===== config.mk =====
export PLATFORM = sky130hd
export DESIGN_NAME = mux4to1_rr_stream
export DESIGN_NICKNAME = d
export VERILOG_FILES = /design/src/rtl/mux4to1_rr_stream.sv
export SDC_FILE = /design/constraint.sdc
export NUM_CORES = 1
export LEC_CHECK = 0
export CAP_MARGIN = 25
export CELL_PAD_IN_SITES_DETAIL_PLACEMENT = 0
export CELL_PAD_IN_SITES_GLOBAL_PLACEMENT = 2
export CORE_ASPECT_RATIO = 1.2
export CORE_MARGIN = 5
export CORE_UTILIZATION = 20
export CTS_CLUSTER_DIAMETER = 80
export CTS_CLUSTER_SIZE = 10
export DETAILED_ROUTE_END_ITERATION = 7
export PLACE_DENSITY = 0.89
export SLEW_MARGIN = 20
export SYNTH_ARGS = -nofsm -noshare
export SYNTH_HDL_FRONTEND = slang
export SYNTH_SLANG_ARGS = --single-unit

===== constraint.sdc =====
create_clock -name clk -period 2.11 [get_ports clk]
set_input_delay 0.3165 -clock clk [delete_from_list [all_inputs] [get_ports clk]]
set_output_delay 0.3165 -clock clk [all_outputs]
set_load 0.01 [all_outputs]

===== src/rtl/mux4to1_rr_stream.sv =====
// mux4to1_rr_stream: four valid/ready input streams merged onto one registered
// output stream. Round-robin arbitration; out_sel tags the source channel.
module mux4to1_rr_stream #(
  parameter int WIDTH = 8
) (
  input  logic               clk,
  input  logic               rst_n,
  input  logic [4*WIDTH-1:0] in_data,
  input  logic [3:0]         in_valid,
  output logic [3:0]         in_ready,
  output logic [WIDTH-1:0]   out_data,
  output logic [1:0]         out_sel,
  output logic               out_valid,
  input  logic               out_ready
);

  typedef enum logic {EMPTY = 1'b0, FULL = 1'b1} state_t;

  state_t                     state, nstate;
  logic [3:0][WIDTH-1:0]      ch_data;
  logic [1:0]                 rr_last;
  logic [1:0]                 gidx;
  logic                       gany;
  logic [3:0]                 grant;
  logic                       load_en;
  logic                       accept;

  assign ch_data = in_data;

  // Round-robin search starting one past the last winner; first valid wins.
  always_comb begin
    logic [1:0] idx;
    idx  = '0;
    gidx = '0;
    gany = 1'b0;
    for (int k = 1; k <= 4; k++) begin
      idx = rr_last + 2'(k);
      if (!gany && in_valid[idx]) begin
        gany = 1'b1;
        gidx = idx;
      end
    end
    grant = gany ? (4'b0001 << gidx) : 4'b0000;
  end

  // Output-register state.
  always_ff @(posedge clk or negedge rst_n) begin
    if (!rst_n) state <= EMPTY;
    else        state <= nstate;
  end

  // Next state: whenever the register may load, it ends up FULL iff a grant exists.
  always_comb begin
    nstate = state;
    case (state)
      EMPTY: nstate = gany ? FULL : EMPTY;
      FULL:  if (out_ready) nstate = gany ? FULL : EMPTY;
      default: nstate = EMPTY;
    endcase
  end

  // FSM outputs. Loading is blocked while reset is held so no upstream word
  // is handshaked and then silently lost.
  always_comb begin
    out_valid = (state == FULL);
    load_en   = rst_n && ((state == EMPTY) || out_ready);
    accept    = load_en && gany;
    in_ready  = load_en ? grant : 4'b0000;
  end

  // Capture the granted word and remember the winner for the next search.
  always_ff @(posedge clk or negedge rst_n) begin
    if (!rst_n) begin
      out_data <= '0;
      out_sel  <= 2'd0;
      rr_last  <= 2'd3;
    end else if (accept) begin
      out_data <= ch_data[gidx];
      out_sel  <= gidx;
      rr_last  <= gidx;
    end
  end

endmodule

# == Yosys cells after proc, flatten, opt, wreduce, memory -nomap -nowiden ==
# Cells that the tools add are included.
# word_totals
register_bits,13
in_bits,39
output_inout_bits,15
elab_cells,46
# op_classes
addsub,3
magnitude_cmp,5
shift,1
mux,23
bitwise_logic,1
n_reduce_logical,9
# op_table
cell,n
8-bit binary-select mux with 2-bit select,1
"2-bit by 3-bit less-than comparator with 1-bit output, second input constant",5
1-bit two-way mux,10
1-bit binary-select mux with 2-bit select,4
2-bit two-way mux,4
4-bit two-way mux,2
8-bit two-way mux,1
1-bit logical AND,5
"2-bit adder, second input constant",2
"1-bit by 2-bit left shift with 4-bit output, first input constant",1
1-bit zero test,3
"2-bit by 1-bit adder with 2-bit output, second input constant",1
1-bit one-hot mux with 2 select lines,1
1-bit logical OR,1
1-bit inverter,1

# == Depth between registers and ports, before layout ==
# Gate-level depths: netlist (run 1).
# logic_depth
word_depth,16
ltp_mapped,7

# == Worst setup path after synthesis (run 1) ==
# Ideal clock, no wire load.
# synth_timing
kind,reg-to-output
startpoint,register rr_last[1]
endpoint,output port in_ready[2]
t_arrival_ps,1643
path_slack_ps,150
stages_incl_launch_ff,6
path_cell_list,dfstp_2 > buf_4 > mux2i_1 > o2bb2ai_2 > buf_2 > nor4_1
# synth_between
elab_chain_len,16
word_cells_on_any_way,28
classes_between,add/sub: 3; shift: 1; mux: 18; reduce/logical: 6
# synth_lines
element,line,rtl
"start, declared",21,logic [1:0] rr_last;
"start signal, assigned",80,rr_last <= gidx;
2-bit by 1-bit adder with 2-bit output,37,idx = rr_last + 2'(k);
1-bit binary-select mux with 2-bit select,38,if (!gany && in_valid[idx]) begin
1-bit two-way mux (implied by the code),38,
1-bit two-way mux,38,
1-bit zero test,38,
1-bit logical AND,38,
1-bit two-way mux,38,
1-bit zero test,38,
1-bit logical AND,38,
1-bit two-way mux,38,
1-bit zero test,38,
1-bit logical AND,38,
2-bit two-way mux,38,
1-bit by 2-bit left shift with 4-bit output,43,grant = gany ? (4'b0001 << gidx) : 4'b0000;
4-bit two-way mux (*),43,
4-bit two-way mux (*),68,in_ready = load_en ? grant : 4'b0000;
"end, declared",10,"output logic [3:0] in_ready,"
# Mark *: on every way between the ends. The rest lies on a longest branch, timed or not. The select of a mux whose other input is x is not followed.

# == Worst setup path in the final report (run 1) ==
# layout_timing
startpoint,input port in_valid[3]
endpoint,output port in_ready[1]
# layout_between
elab_chain_len,15
word_cells_on_any_way,25
classes_between,shift: 1; mux: 18; reduce/logical: 6
# layout_lines
element,line,rtl
"start, declared",9,"input logic [3:0] in_valid,"
1-bit binary-select mux with 2-bit select,38,
1-bit two-way mux (implied by the code),38,
1-bit two-way mux,38,
1-bit zero test,38,
1-bit logical AND,38,
1-bit two-way mux,38,
1-bit zero test,38,
1-bit logical AND,38,
1-bit two-way mux,38,
1-bit zero test,38,
1-bit logical AND,38,
2-bit two-way mux,38,
1-bit by 2-bit left shift with 4-bit output,43,
4-bit two-way mux (*),43,
4-bit two-way mux (*),68,
# Marked as above.

==> results.sh, run 1 <==
export IMPL_clock_fmax_mhz=483
export IMPL_num_antenna_cells=0
export IMPL_final_nets=208
export IMPL_syn2layout_area_growth_pct=92.6
export IMPL_powerDensity_nw_per_um2=689
export IMPL_end_kind="output pin"
export IMPL_r2r_cells=6
export IMPL_wirelength_microns=3330
export IMPL_grt_pass1_wl_microns=5330
export IMPL_setup_tns_ns=0
export IMPL_ys_ff_latch=13
export IMPL_gp_congestion=0.754
export IMPL_cts_sinks=13
export IMPL_syn_num_nets=137
export IMPL_cts_tree="yes"
export IMPL_crit_arrival_ns=1.75
export IMPL_synth_main_ff_cell="dfrtp_1"
export IMPL_drtIter0Drc=38
export IMPL_hpwlAfterDp_microns=2610
export IMPL_slew_headroom=0.826
export IMPL_dp_slack_ns=-0.579
export IMPL_cts_max_path_buffers=2
export IMPL_power_frac_seq=0.304
export IMPL_grt_pass1_vias=1121
export IMPL_r2r_setup_slack_ns=0.13
export IMPL_combPwrFrac=0.516
export IMPL_fillCellCount=475
export IMPL_synth_top_area_share=0.301
export IMPL_core_sq_um=4530
export IMPL_finalSetupViolCount=0
export IMPL_synth_edf_count=0
export IMPL_reg2reg_from="rr_last[1]"
export IMPL_skew_ns=0.00119
export IMPL_grt_max_degree=11
export IMPL_antenna_found_initial=0
export IMPL_rows=27
export IMPL_ant_nets=0
export IMPL_synth_cell_types=31
export IMPL_synth_area_per_cell_sq_um=9.33
export IMPL_start_util=0.202
export IMPL_clk_pin_slew_ns=0.05
export IMPL_grt_total_usage=0.112
export IMPL_period_minus_slack_ns=2.07
export IMPL_grt_overflow=0
export IMPL_die_area_sq_um=6030
export IMPL_syn_area_sq_um=915
export IMPL_power_frac_clock=0.180
export IMPL_layout_cells_non_filler=226
export IMPL_cts_buffers=3
export IMPL_cts_root_buf="clkbuf_8"
export IMPL_ys_top_cells_by_area="dfrtp_1, mux2i_1, a211o_1"
export IMPL_p_sw_uw=405
export IMPL_hold_viol=0
export IMPL_netlist_instances=98
export IMPL_die_x_microns=71.7
export IMPL_via_per_inst=4.56
export IMPL_worst_setup_path_type="primary input to output pin"
export IMPL_yosysSeqAreaShare=0.358
export IMPL_setup_ws_ns=0.0414
export IMPL_period_share=0.980
export IMPL_leakagePower_uw=0.000712
export IMPL_startpoint="in_valid[3]"
export IMPL_drv_cap=0
export IMPL_required_ns=1.79
export IMPL_rsz0062_at_grt="yes"
export IMPL_maxSlewViolCount=0
export IMPL_num_vias=1031
export IMPL_drive_gt1_frac=0.280
export IMPL_synth_async_reset_ratio=1.00
export IMPL_worst_pin_slew_ns=0.261
export IMPL_ys_warn_count=0
export IMPL_wire_per_inst_microns=14.7
export IMPL_die_y_microns=84.1
export IMPL_synth_area_leader_cell="dfrtp_1"
export IMPL_cp_max_fo=4
export IMPL_status="finished, final reports clean"
export IMPL_drt_pass1_iter_count=4
export IMPL_drcViolationCount=0
export IMPL_dp_cells=222
export IMPL_clock_latency_ns=0.24
export IMPL_htree_levels=1
export IMPL_vdd_ir_drop_max_mv=0.339
export IMPL_portBuffers=53
export IMPL_hold_path_class="primary input to async pin"
export IMPL_worst_setup_path_start_kind="primary input"
export IMPL_io_pins=54
export IMPL_p_int_uw=809
export IMPL_swShare=0.334
export IMPL_r2r_end="out_data[4]"
## repair_timing
action,CTS,global route
gates resized for setup,28,15
pin swaps,1,6
hold buffers,0,0
setup endpoints to repair,4,4
hold endpoints to repair,0,0
buffers inserted,1,0
## final cells by class
class | count | area, sq um | area share
timing repair buffer | 74 | 673 | 0.382
multi-input combinational | 77 | 643 | 0.365
sequential | 13 | 328 | 0.186
tap | 58 | 72.6 | 0.0412
clock buffer | 4 | 45.0 | 0.0256
## state kept, by name (all words and copies together), names as in the netlist
signal	count
out_data	8
out_sel	2
out_valid	1
rr_last	2
## layout by cell type, fill, tap and decap left out, types with 3 or more instances in the layout
cell,netlist,final
dfrtp_1,11,11
a21oi_1,3,3
nand3_1,9,9
a211o_1,8,8
clkbuf_8,0,3
clkdlybuf4s50_1,0,45
buf_2,3,3
o211ai_1,8,8
dlygate4sd2_1,0,4
o21ai_0,8,8
mux2i_1,9,8
buf_4,3,20
nand2_1,8,8
## power by group through the flow
stage | Clock (uW) | Combinational [uW] | Sequential, uW
global route | 243 | 682 | 377
floorplan | 0 | 245 | 386
global placement | 0 | 557 | 366
detailed placement | 0 | 567 | 366
finish | 219 | 626 | 369
CTS | 232 | 578 | 364
## worst max-delay path by stage
stage                  end  slack, ns  cells past startpoint
2_1_floorplan  in_ready[2]       0.15                      5
3_3_place_gp   in_ready[0]      -0.55                      7
3_5_place_dp   in_ready[0]      -0.58                      7
4_1_cts        in_ready[0]       0.01                      6
5_1_grt        in_ready[0]      -0.05                      5
6_report       in_ready[1]       0.04                      8
## layer usage
layer	vias up	global-route usage	wire length, microns
li1	510	-	-
met1	481	0.132	1410
met2	36	0.195	1640
met3	4	0.0205	230
met4	0	0.0462	51
met5	-	0	0
## cells in the mapped netlist, types with 2 or more instances
| cell | count |
|---|---|
| a211o_1 | 8 |
| a21oi_1 | 3 |
| buf_2 | 3 |
| buf_4 | 3 |
| buf_6 | 2 |
| dfrtp_1 | 11 |
| dfstp_2 | 2 |
| mux2i_1 | 9 |
| nand2_1 | 8 |
| nand2b_1 | 2 |
| nand3_1 | 9 |
| nor2_1 | 3 |
| nor3_1 | 2 |
| o211ai_1 | 8 |
| o21a_1 | 2 |
| o21ai_0 | 8 |
## metrics by stage
stage	util	power, uW	instance area (sq um)	hold slack [ns]
after global placement	0.357	924	1620	0.490
after CTS	0.374	1170	1690	0.430
after global routing	0.389	1300	1760	0.448
after floorplan	-	632	915	0.0209
after detailed placement	0.357	933	1620	0.505
final	0.389	1210	1760	0.433
## cell families (layout without fill, tap and decap cells)
kind of cell	after synthesis	in the layout	share of synthesized area
AO/OA/AOI/OAI	35	35	0.287
buffers and inverters	8	78	0.0657
flip-flops	13	13	0.358
multiplexers	9	9	0.0985
AND/OR/NAND/NOR	33	33	0.190
## worst max-delay path: stages
cell and delay, ns:
dlygate4sd2_1 0.28, or2_1 0.25, or3_4 0.35, and3_4 0.19, nand2_2 0.08, buf_4 0.13
nor2_4 0.03, buf_6 0.12
Note: power is estimated with default switching activity, not from simulation.
==> run 2: changes to the inputs <==
Settings changed: GPL_TIMING_DRIVEN set to 0.
==> results.sh, run 2 (synthesis results as in run 1) <==
export IMPL_max_stage_delay_ns=0.53
export IMPL_largest_reg_flops=8
export IMPL_die_x_microns=71.7
export IMPL_syn2layout_area_growth_pct=93.4
export IMPL_cts_hold_buf=0
export IMPL_cts_tree="yes"
export IMPL_portBuffers=53
export IMPL_cts_root_buf="clkbuf_8"
export IMPL_p_int_uw=825
export IMPL_ant_nets=0
export IMPL_final_area_sq_um=1770
export IMPL_final_nets=208
export IMPL_drive_gt1_frac=0.298
export IMPL_clk_pin_slew_ns=0.05
export IMPL_die_y_microns=84.1
export IMPL_dp_cells=209
export IMPL_cts_max_path_buffers=2
export IMPL_clock_latency_ns=0.24
export IMPL_grt_overflow=0
export IMPL_drt_pass1_iter_count=4
export IMPL_final_common_cell="clkdlybuf4s50_1"
export IMPL_htree_levels=1
export IMPL_grt_total_usage=0.122
export IMPL_layout_common_cells="clkdlybuf4s50_1, buf_4, dfrtp_1"
export IMPL_num_antenna_cells=0
export IMPL_maxSlewViolCount=0
export IMPL_clock_fmax_mhz=476
export IMPL_antenna_found_initial=0
export IMPL_powerDensity_nw_per_um2=697
export IMPL_via_per_inst=4.61
export IMPL_die_area_sq_um=6030
export IMPL_grt_pass1_wl_microns=5800
export IMPL_drv_cap=0
export IMPL_finalSetupViolCount=0
export IMPL_slowest_stage="dfstp_2"
export IMPL_leakagePower_uw=0.000711
export IMPL_start_util=0.202
export IMPL_power_frac_seq=0.290
export IMPL_cts_buffers=3
export IMPL_crit_arrival_ns=1.78
export IMPL_vdd_ir_drop_max_mv=0.305
export IMPL_layout_cells_non_filler=226
export IMPL_wirelength_microns=3500
export IMPL_period_share=0.996
export IMPL_rsz0062_at_grt="yes"
export IMPL_final_util=0.391
export IMPL_hold_path_class="primary input to async pin"
export IMPL_worst_pin_slew_ns=0.540
export IMPL_cp_cell_sequence="buf_8, a21boi_2, o21ba_4, buf_6, nor4_2, buf_2"
export IMPL_combPwrFrac=0.535
export IMPL_worst_setup_path_type="flip-flop to output pin"
export IMPL_grt_pass1_vias=1173
export IMPL_top_register="out_data"
export IMPL_wire_per_inst_microns=15.5
export IMPL_cts_sinks=13
export IMPL_io_pins=54
export IMPL_end_kind="output pin"
export IMPL_reg_top3="out_data: 8 flops, out_sel: 2 flops, rr_last: 2 flops"
export IMPL_core_sq_um=4530
export IMPL_drcViolationCount=0
export IMPL_grt_max_degree=16
export IMPL_period_minus_slack_ns=2.10
export IMPL_worst_setup_path_start_kind="flip-flop"
export IMPL_setup_tns_ns=0
export IMPL_dpl_cell_area_sq_um=1520
export IMPL_slew_headroom=0.639
export IMPL_drtIter0Drc=56
export IMPL_gp_congestion=0.733
export IMPL_timing_hold_ws_ns=0.0961
export IMPL_swShare=0.331
export IMPL_required_ns=1.79
export IMPL_num_vias=1041
export IMPL_skew_ns=0.00146
export IMPL_hpwlAfterDp_microns=2550
export IMPL_rows=27
export IMPL_p_sw_uw=409
export IMPL_status="finished, final reports clean"
export IMPL_hold_viol=0
export IMPL_cp_max_fo=10
export IMPL_r2r_cells=7
export IMPL_power_frac_clock=0.174
==> run 2: cell types whose count changed in the layout (fill, tap and decap cells not counted), sizes merged <==
| cell | before | now |
|---|---|---|
| clkdlybuf4s15 | 0 | 2 |
| clkdlybuf4s50 | 45 | 44 |
| dlygate4sd2 | 4 | 3 |
==> run 2: layer usage <==
metal | part of all wire | vias up | track usage
met4 | 0.0097 | 0 | 0.0410
met5 | 0 | - | 0
met1 | 0.42 | 491 | 0.148
met2 | 0.51 | 36 | 0.214
met3 | 0.055 | 2 | 0.0181
li1 | - | 512 | -
==> run 2: worst paths after layout <==
| check | start | endpoint | slack, ns |
|---|---|---|---|
| hold reg to reg | out_sel[1] | out_sel[1] | 0.49 |
| max in group asynchronous | rst_n | rr_last[1] | 1.69 |
| hold / removal | rst_n | out_sel[1] | 0.1 |
| setup / recovery | rr_last[1] | in_ready[2] | 0.009 |
| min in group clk | out_sel[1] | out_sel[1] | 0.49 |
| setup reg to reg | rr_last[1] | out_data[3] | 0.10 |
==> run 2: through the flow <==
step	total power [uW]	setup WS, ns
floorplan	632	0.150
global placement	890	-0.980
detailed placement	903	-0.971
CTS	1230	-0.00417
global route	1320	-0.0471
finish	1230	0.00859
==> run 2: worst max-delay path, delay by kind of cell, from the launching register on <==
family	cells	cell delay, ns
flops	1	0.53
compound gates	2	0.31
simple gates	1	0.25
buf+inv	3	0.45
==> run 2: layout make-up <==
class,count,area (sq um)
well taps,58,72.6
clock buffers,4,45.0
fillers,460,2760
repair buffers,68,622
flip-flops and latches,13,328
multi-input cells,77,634
plain buffers,6,67.6
==> run 2: timing repair <==
item | in CTS | in global routing
setup endpoints to repair | 4 | 11
gates resized for setup | 48 | 7
buffers inserted | 14 | 1
pin swaps | 6 | 4
==> run 2: power by group through the flow <==
stage          Combinational (uW)  Sequential [uW]  Clock (uW)
2_1_floorplan                 245              386           0
3_3_place_gp                  527              363           0
3_5_place_dp                  539              364           0
4_1_cts                       644              357         225
5_1_grt                       715              367         234
6_report                      661              358         215
==> run 3: changes to the inputs <==
Settings changed: CAP_MARGIN 25 to unset.
==> results of run 3 <==
No change in the layout: final DEF, timing and power equal those of run 2.
